File: config.mk
export PLATFORM = sky130hd
export DESIGN_NAME = idma_desc64_addr_queue_flat
export DESIGN_NICKNAME = d
export VERILOG_FILES = /design/src/rtl/idma_desc64_addr_queue_pkg.sv /design/src/rtl/idma_desc64_addr_queue_if.sv /design/src/rtl/idma_desc64_addr_queue.sv /design/src/flat_wrapper.sv
export SDC_FILE = /design/constraint.sdc
export NUM_CORES = 1
export LEC_CHECK = 0
export CAP_MARGIN = 20
export CORE_MARGIN = 1.5
export CORE_UTILIZATION = 35
export CTS_CLUSTER_SIZE = 24
export DETAILED_ROUTE_END_ITERATION = 12
export PLACE_DENSITY = 0.61
export REMOVE_ABC_BUFFERS = 1
export SLEW_MARGIN = 15
export SYNTH_ARGS = -nofsm -noshare
export SYNTH_HDL_FRONTEND = slang
export SYNTH_SLANG_ARGS = --single-unit
File: constraint.sdc
create_clock -name clk_i -period 9.3 [get_ports clk_i]
set_input_delay 0.93 -clock clk_i [delete_from_list [all_inputs] [get_ports clk_i]]
set_output_delay 0.93 -clock clk_i [all_outputs]
set_load 0.01 [all_outputs]
File: src/rtl/idma_desc64_addr_queue_pkg.sv
// idma_desc64_addr_queue_pkg: shared types and sizing helpers for the desc64 address queue
package idma_desc64_addr_queue_pkg;
  localparam int ADDR_WIDTH = 64;
  localparam int DESC_ALIGN = 5;
  typedef logic [ADDR_WIDTH-1:0] addr_t;
  function automatic int level_width(input int depth);
    return $clog2(depth + 1);
  endfunction
endpackage

File: src/rtl/idma_desc64_addr_queue_if.sv
// idma_desc64_addr_queue_if: upstream/downstream handshakes and status of the address queue
interface idma_desc64_addr_queue_if
  import idma_desc64_addr_queue_pkg::*;
#(
  parameter int Depth     = 4,
  parameter int AddrWidth = ADDR_WIDTH
);
  logic [AddrWidth-1:0]          in_addr_i;
  logic                          in_valid_i;
  logic                          in_ready_o;
  logic [AddrWidth-1:0]          out_addr_o;
  logic                          out_valid_o;
  logic                          out_ready_i;
  logic [level_width(Depth)-1:0] level_o;
  logic                          empty_o;
  logic                          full_o;
  logic                          misalign_o;
  logic [7:0]                    misalign_cnt_o;
  modport slave (
    input  in_addr_i, in_valid_i, out_ready_i,
    output in_ready_o, out_addr_o, out_valid_o, level_o, empty_o, full_o, misalign_o, misalign_cnt_o
  );
  modport master (
    output in_addr_i, in_valid_i, out_ready_i,
    input  in_ready_o, out_addr_o, out_valid_o, level_o, empty_o, full_o, misalign_o, misalign_cnt_o
  );
endinterface

File: src/rtl/idma_desc64_addr_queue.sv
// idma_desc64_addr_queue: in-order descriptor address FIFO that drops misaligned addresses
module idma_desc64_addr_queue
  import idma_desc64_addr_queue_pkg::*;
#(
  parameter int Depth     = 4,
  parameter int AddrWidth = ADDR_WIDTH,
  parameter int DescAlign = DESC_ALIGN
) (
  input  logic                   clk_i,
  input  logic                   rst_i,
  input  logic                   flush_i,
  idma_desc64_addr_queue_if.slave q
);
  localparam int LW = level_width(Depth);
  localparam int PW = $clog2(Depth);
  logic [AddrWidth-1:0] r_mem [Depth];
  logic [PW-1:0]        r_rd_ptr, r_wr_ptr;
  logic [LW-1:0]        r_level;
  logic                 r_misalign;
  logic [7:0]           r_misalign_cnt;
  logic                 w_push, w_pop, w_bad, w_store, w_take;
  function automatic logic [PW-1:0] nxt(input logic [PW-1:0] p);
    return (p == PW'(Depth - 1)) ? '0 : p + PW'(1);
  endfunction
  assign q.full_o         = r_level == LW'(Depth);
  assign q.empty_o        = r_level == '0;
  assign q.in_ready_o     = !q.full_o;
  assign q.out_valid_o    = !q.empty_o;
  assign q.out_addr_o     = r_mem[r_rd_ptr];
  assign q.level_o        = r_level;
  assign q.misalign_o     = r_misalign;
  assign q.misalign_cnt_o = r_misalign_cnt;
  assign w_push  = q.in_valid_i && q.in_ready_o;
  assign w_pop   = q.out_valid_o && q.out_ready_i;
  assign w_bad   = |q.in_addr_i[DescAlign-1:0];
  // flush swallows both handshakes of its cycle
  assign w_store = w_push && !w_bad && !flush_i;
  assign w_take  = w_pop && !flush_i;
  always_ff @(posedge clk_i)
    for (int i = 0; i < Depth; i++)
      if (w_store && r_wr_ptr == PW'(i)) r_mem[i] <= q.in_addr_i;
  always_ff @(posedge clk_i) begin
    if (rst_i) begin
      r_rd_ptr       <= '0;
      r_wr_ptr       <= '0;
      r_level        <= '0;
      r_misalign     <= 1'b0;
      r_misalign_cnt <= '0;
    end else begin
      r_misalign <= w_push && w_bad;
      if (w_push && w_bad && r_misalign_cnt != 8'hff) r_misalign_cnt <= r_misalign_cnt + 8'd1;
      if (flush_i) begin
        r_rd_ptr <= '0;
        r_wr_ptr <= '0;
        r_level  <= '0;
      end else begin
        if (w_store) r_wr_ptr <= nxt(r_wr_ptr);
        if (w_take) r_rd_ptr <= nxt(r_rd_ptr);
        r_level <= r_level + LW'(w_store) - LW'(w_take);
      end
    end
  end
  a_no_pop_empty: assert property (@(posedge clk_i) disable iff (rst_i) !(w_pop && r_level == '0));
  a_no_push_full: assert property (@(posedge clk_i) disable iff (rst_i) !(w_push && r_level == LW'(Depth)));
  a_level_max: assert property (@(posedge clk_i) disable iff (rst_i) r_level <= LW'(Depth));
  a_head_stable: assert property (@(posedge clk_i) disable iff (rst_i || flush_i)
    q.out_valid_o && !q.out_ready_i |=> $stable(q.out_addr_o));
endmodule

File: src/flat_wrapper.sv
// flat-port wrapper written by rule: the top's interface ports become plain ports
module idma_desc64_addr_queue_flat import idma_desc64_addr_queue_pkg::*;
#(
  parameter int Depth     = 4,
  parameter int AddrWidth = ADDR_WIDTH,
  parameter int DescAlign = DESC_ALIGN
)
  (clk_i, rst_i, flush_i, q_in_addr_i, q_in_valid_i, q_out_ready_i, q_in_ready_o, q_out_addr_o, q_out_valid_o, q_level_o, q_empty_o, q_full_o, q_misalign_o, q_misalign_cnt_o);
  idma_desc64_addr_queue_if #(.Depth(Depth), .AddrWidth(AddrWidth)) q_i ();
  input  logic clk_i;
  input  logic rst_i;
  input  logic flush_i;
  input wire logic [$bits(q_i.in_addr_i)-1:0] q_in_addr_i;
  input wire logic [$bits(q_i.in_valid_i)-1:0] q_in_valid_i;
  input wire logic [$bits(q_i.out_ready_i)-1:0] q_out_ready_i;
  output wire logic [$bits(q_i.in_ready_o)-1:0] q_in_ready_o;
  output wire logic [$bits(q_i.out_addr_o)-1:0] q_out_addr_o;
  output wire logic [$bits(q_i.out_valid_o)-1:0] q_out_valid_o;
  output wire logic [$bits(q_i.level_o)-1:0] q_level_o;
  output wire logic [$bits(q_i.empty_o)-1:0] q_empty_o;
  output wire logic [$bits(q_i.full_o)-1:0] q_full_o;
  output wire logic [$bits(q_i.misalign_o)-1:0] q_misalign_o;
  output wire logic [$bits(q_i.misalign_cnt_o)-1:0] q_misalign_cnt_o;
  assign q_i.in_addr_i = q_in_addr_i;
  assign q_i.in_valid_i = q_in_valid_i;
  assign q_i.out_ready_i = q_out_ready_i;
  assign q_in_ready_o = q_i.in_ready_o;
  assign q_out_addr_o = q_i.out_addr_o;
  assign q_out_valid_o = q_i.out_valid_o;
  assign q_level_o = q_i.level_o;
  assign q_empty_o = q_i.empty_o;
  assign q_full_o = q_i.full_o;
  assign q_misalign_o = q_i.misalign_o;
  assign q_misalign_cnt_o = q_i.misalign_cnt_o;
  idma_desc64_addr_queue #(.Depth(Depth), .AddrWidth(AddrWidth), .DescAlign(DescAlign)) u_core (.clk_i(clk_i), .rst_i(rst_i), .flush_i(flush_i), .q(q_i));
endmodule
---- Yosys cells after proc, flatten, opt, wreduce, memory -nomap -nowiden ----
Memories as Yosys holds them, arrays and structs flattened. A register that Yosys moved wholly into a read port is not among the register bits.
Cells that the tools add are included.
storage, ports and cells
  logic and storage cells ................. 60
  bits in registers ....................... 16
  memory bits (read-only) ................. 0
  memories ................................ 1
  bits in latches ......................... 0
  output and inout bits ................... 80
  bits of input ports ..................... 69
  bits in writable memories ............... 256
memory list
  name          depth  bits a word  rd ports  clocked after Yosys merged registers in  wr ports  line                          source
  u_core.r_mem  4      64           1         1                                        1         idma_desc64_addr_queue.sv:16  logic [AddrWidth-1:0] r_mem [Depth];
cells by class
  multipliers ............................. 0
  muxes and demuxes ....................... 21
  order comparisons ....................... 0
  div/mod/pow operators ................... 0
  eq/ne operators ......................... 6
  bitwise logic cells ..................... 0
  reduce and logical (&&, ||, !) cells .... 22
  shifts and indexed selects .............. 0
  $add $sub $neg .......................... 5
operator list
  cell                                                  number
  two-way mux 64 bit                                    3
  OR reduction 64 bit                                   3
  two-way mux 2 bit                                     7
  logical AND 1 bit                                     11
  two-way mux 1 bit                                     11
  adder 8 x 1 -> 8 bit (second input constant)          1
  inequality test 8 bit (second input constant)         1
  equality test 2 bit (second input constant)           3
  OR reduction 5 bit                                    1
  adder 2 x 1 -> 2 bit (second input constant)          2
  logical NOT 1 bit                                     4
  adder 3 x 1 -> 3 bit                                  1
  equality test 3 bit (second input constant)           1
  logical NOT 3 bit                                     1
  subtractor 3 x 1 -> 3 bit                             1
  equality test 2 x 1 -> 1 bit (second input constant)  1
  logical NOT 2 bit                                     1
  OR reduction 2 bit                                    1

---- Longest topological paths before layout ----
  depth in word-level cells ............... 12
  gate-level depth with buffers ........... 11
  mapped depth without buffers ............ 11

---- Worst setup path after synthesis ----
No wires, ideal clock.
  path type ............................... in2reg
  start point ............................. in q_in_addr_i[0]
  end point ............................... mem u_core.r_mem[0][0] (netlist name), enable pin
  path buffers ............................ 0
  arrival time ............................ 3.504 ns
  cell stages on the path ................. 3
  slack ................................... 5.366 ns
  required time ........................... 8.871 ns
  library setup time ...................... 0.429 ns
  cells stage by stage .................... or4_4 > nor4b_2 > and3_1
between the ends
  longest elaborated chain between the ends .. 11
  elaborated cells between the ends (all ways) .. 25
  classes of those cells .................. mux: 14; reduce/logical: 11
RTL lines
  element                                                                         line                          source
  from (decl)                                                                     flat_wrapper.sv:13            input wire logic [$bits(q_i.in_addr_i)-1:0] q_in_addr_i;
  OR reduction 5 bit *                                                            idma_desc64_addr_queue.sv:35  assign w_bad = |q.in_addr_i[DescAlign-1:0];
  logical NOT 1 bit *                                                             idma_desc64_addr_queue.sv:37  assign w_store = w_push && !w_bad && !flush_i;
  logical AND 1 bit * (2 in series)                                               idma_desc64_addr_queue.sv:37
  logical AND 1 bit                                                               idma_desc64_addr_queue.sv:41  if (w_store && r_wr_ptr == PW'(i)) r_mem[i] <= q.in_addr_i;
  two-way mux 1 bit                                                               idma_desc64_addr_queue.sv:41
  two-way mux 1 bit (not written as such)                                         idma_desc64_addr_queue.sv:41
  OR reduction 64 bit (no line)                                                   -
  two-way mux 2 bit (no line) or two-way mux 1 bit (tied branches) (3 in series)  -
  to (decl)                                                                       idma_desc64_addr_queue.sv:16
Every way passes the cells marked *; elsewhere a longest branch is shown, timed or not.

==> impl_metrics.tcl <==
set metrics [dict create \
    fin_setup_tns_ns 0 \
    ant_nets 0 \
    fmax_mhz 247 \
    synthDistinctLibCells 38 \
    critPathRequiredTime_ns 8.37 \
    critPathLaunchType "register" \
    irDropWorstVdd_mv 0.109 \
    synth_sequential_area_ratio_pct 79.1 \
    core_area_um2 28600 \
    comb_power_share_pct 2.3 \
    worstSetupEndpointType "primary output" \
    ys.flop_type "sky130_fd_sc_hd__edfxtp_1" \
    avgRoutedWirePerCell_um 19.6 \
    pwr-share-seq_pct 53.3 \
    finalCritPeriodShare_pct 43.6 \
    syn-cell-area_um2 10200 \
    numClockSinks 274 \
    hp-class "register to register" \
    cellPowerDensity_nw_per_um2 194 \
    layout-drive-gt1-share_pct 19.3 \
    die_area_um2 30100 \
    power.leakage_nw 4.00 \
    die_h_um 173 \
    global_route.overflow_total 0 \
    grt_pass1_wl_um 31100 \
    synth.ff_latch_count 274 \
    cts_tree "done" \
    rsz0062_at_grt "no" \
    initial_utilization_pct 35.5 \
    max-clock-path-buffers 3 \
    remaining_drc_errors 0 \
    first_global_vias 5505 \
    cts_made_buffers 29 \
    num_rows 62 \
    clk_pin_slew_worst_paths_ns 0.05 \
    post-dp-hpwl_um 11800 \
    grt.total_usage_pct 13.4 \
    layout_common_cells "sky130_fd_sc_hd__edfxtp_1 (256), sky130_fd_sc_hd__clkdlybuf4s50_1 (148), sky130_fd_sc_hd__mux4_2 (64)" \
    timing_worst_slew_pin_value_ns 1.03 \
    num_vias 4936 \
    setup_viol_count_final 0 \
    num_io_pins 149 \
    status "finished, final reports clean" \
    final-hold-violation-count 0 \
    final_net_count 683 \
    switching_share_pct 18.7 \
    post-cts-setup-buffer-count 0 \
    initial_antenna_violation_count 1 \
    final_max_slew_viol_count 0 \
    area.growth.synth_to_final_pct 28.2 \
    worst_endpoint_data_arrival_time_ns 3.12 \
    cts_root_buffer "sky130_fd_sc_hd__clkbuf_16" \
    yosysWarnings 0 \
    io_buffer_count 148 \
    finalWorstPathRequiredPeriod_ns 4.05 \
    h-tree-depth 1 \
    antennaDiodeCount 0 \
    pin_count_of_the_biggest_net_entering_global_routing 65 \
    final_common_cell "sky130_fd_sc_hd__edfxtp_1" \
    path_class "register to primary output" \
    synth_async_sr_flop_share_pct 0 \
    firstDrtPassIters 4 \
    timing.max_slew.rel_slack_pct 31.6 \
    share_clk_of_total_power_pct 44.5 \
    synthesis.area_per_instance_um2 23.0 \
    dr.first_iter.drc_count 363 \
    synth_cells 443 \
    skew_ns 0.0183 \
    vias_per_cell 4.88 \
    die-width_um 173 \
    place_congestion 0.707 \
    drt_wl_total_um 19800 \
    cts-resized-gates 0 \
    crit_fanout 36 \
    clk_latency_ns 0.53 \
    p_total_mw 2.53 \
    netSwitchingPower_mw 0.473 \
    power.internal_mw 2.06 \
    worst_hold_slack_ns 0.480 \
    max-cap-violations 0 \
    synth-edff-count 256 \
    cts_hold_buffers 0 \
]
through the flow:
| stage | util [%] | area [um^2] | worst slack (ns) | instances |
|---|---|---|---|---|
| global route | 45.6 | 13000 | 4.96 | 1012 |
| floorplan | - | 10100 | 4.96 | 425 |
| CTS | 45.5 | 13000 | 5.07 | 1012 |
| detailed placement | 42.2 | 12100 | 5.29 | 958 |
| finish | 45.6 | 13000 | 5.25 | 1012 |
| global placement | 42.2 | 12100 | 5.40 | 958 |
cell families (layout without fill, tap and decap cells):
| family | count (synthesis) | in the layout | share of synthesized area, % |
|---|---|---|---|
| compound gates | 19 | 19 | 1.37 |
| xor+xnor | 2 | 2 | 0.172 |
| fa+ha+maj | 9 | 9 | 1.18 |
| buf+inv | 31 | 216 | 1.29 |
| flops | 274 | 274 | 79.1 |
| mux | 65 | 65 | 14.3 |
| simple gates | 43 | 43 | 2.61 |
final cells by class:
class / count / area (um^2)
Fill cell: 2412 / 15600
Sequential cell: 274 / 8060
Multi-Input combinational cell: 138 / 2020
Timing Repair Buffer: 149 / 1490
Clock buffer: 33 / 741
Tap cell: 384 / 480
Clock inverter: 21 / 206
Inverter: 13 / 48.8
state kept, by name, indices dropped and copies added (netlist names), named ones only:
name / count
u_core.q.level_o: 3
u_core.q.misalign_cnt_o: 8
u_core.r_mem: 256
u_core.q.misalign_o: 1
u_core.r_rd_ptr: 2
u_core.r_wr_ptr: 2
power by group through the flow:
stage                     sequential (mW)  clock, mW  combinational [mW]
after floorplan                      1.38          0             0.00708
after global placement               1.38          0              0.0549
after detailed placement             1.38          0              0.0577
after CTS                            1.35       1.15              0.0580
after global routing                 1.35       1.21              0.0615
final                                1.35       1.13              0.0571
final timing paths:
kind	slack (ns)	cells past startpoint	from	to
max reg2reg	6.67	4	u_core.q.level_o[1]$_SDFF_PP0_	u_core.r_mem[1][9]$_DFFE_PP_
min	0.48	2	u_core.r_rd_ptr[1]$_SDFFE_PP0N_	register
min reg2reg	0.48	2	u_core.r_rd_ptr[1]$_SDFFE_PP0N_	register
max	5.25	3	register	q_out_addr_o[7]
Yosys cell counts, types with 2 or more instances:
cell type,count,area share (%)
sky130_fd_sc_hd__buf_2,6,0.30
sky130_fd_sc_hd__edfxtp_1,256,76
sky130_fd_sc_hd__ha_1,8,0.98
sky130_fd_sc_hd__nor2_1,7,0.26
sky130_fd_sc_hd__clkbuf_1,10,0.37
sky130_fd_sc_hd__o31a_1,2,0.17
sky130_fd_sc_hd__o31ai_1,4,0.30
sky130_fd_sc_hd__or3_1,3,0.18
sky130_fd_sc_hd__nor4_1,3,0.18
sky130_fd_sc_hd__mux4_2,64,14
sky130_fd_sc_hd__dfxtp_1,18,3.5
sky130_fd_sc_hd__or4_1,3,0.22
sky130_fd_sc_hd__nand2_1,4,0.15
sky130_fd_sc_hd__inv_1,13,0.48
sky130_fd_sc_hd__a21oi_1,7,0.34
sky130_fd_sc_hd__nor3_1,2,0.098
sky130_fd_sc_hd__o21ai_0,2,0.098
sky130_fd_sc_hd__nor2b_1,2,0.12
sky130_fd_sc_hd__nand3_1,7,0.34
sky130_fd_sc_hd__and3_1,4,0.25
worst max-delay path, cell delays in order, from the launching register on:
cell and delay, ns:
sky130_fd_sc_hd__dfxtp_4 0.72, sky130_fd_sc_hd__buf_4 0.69, sky130_fd_sc_hd__mux4_2 0.62, sky130_fd_sc_hd__clkdlybuf4s50_1 0.50
routing by layer:
layer	track usage [%]	vias up	wire, um
li1	-	2186	-
met1	16.2	2586	7770
met2	23.8	136	10500
met3	3.84	26	1240
met4	2.93	2	277
met5	0	-	13
Note: power is estimated with default switching activity, not from simulation.
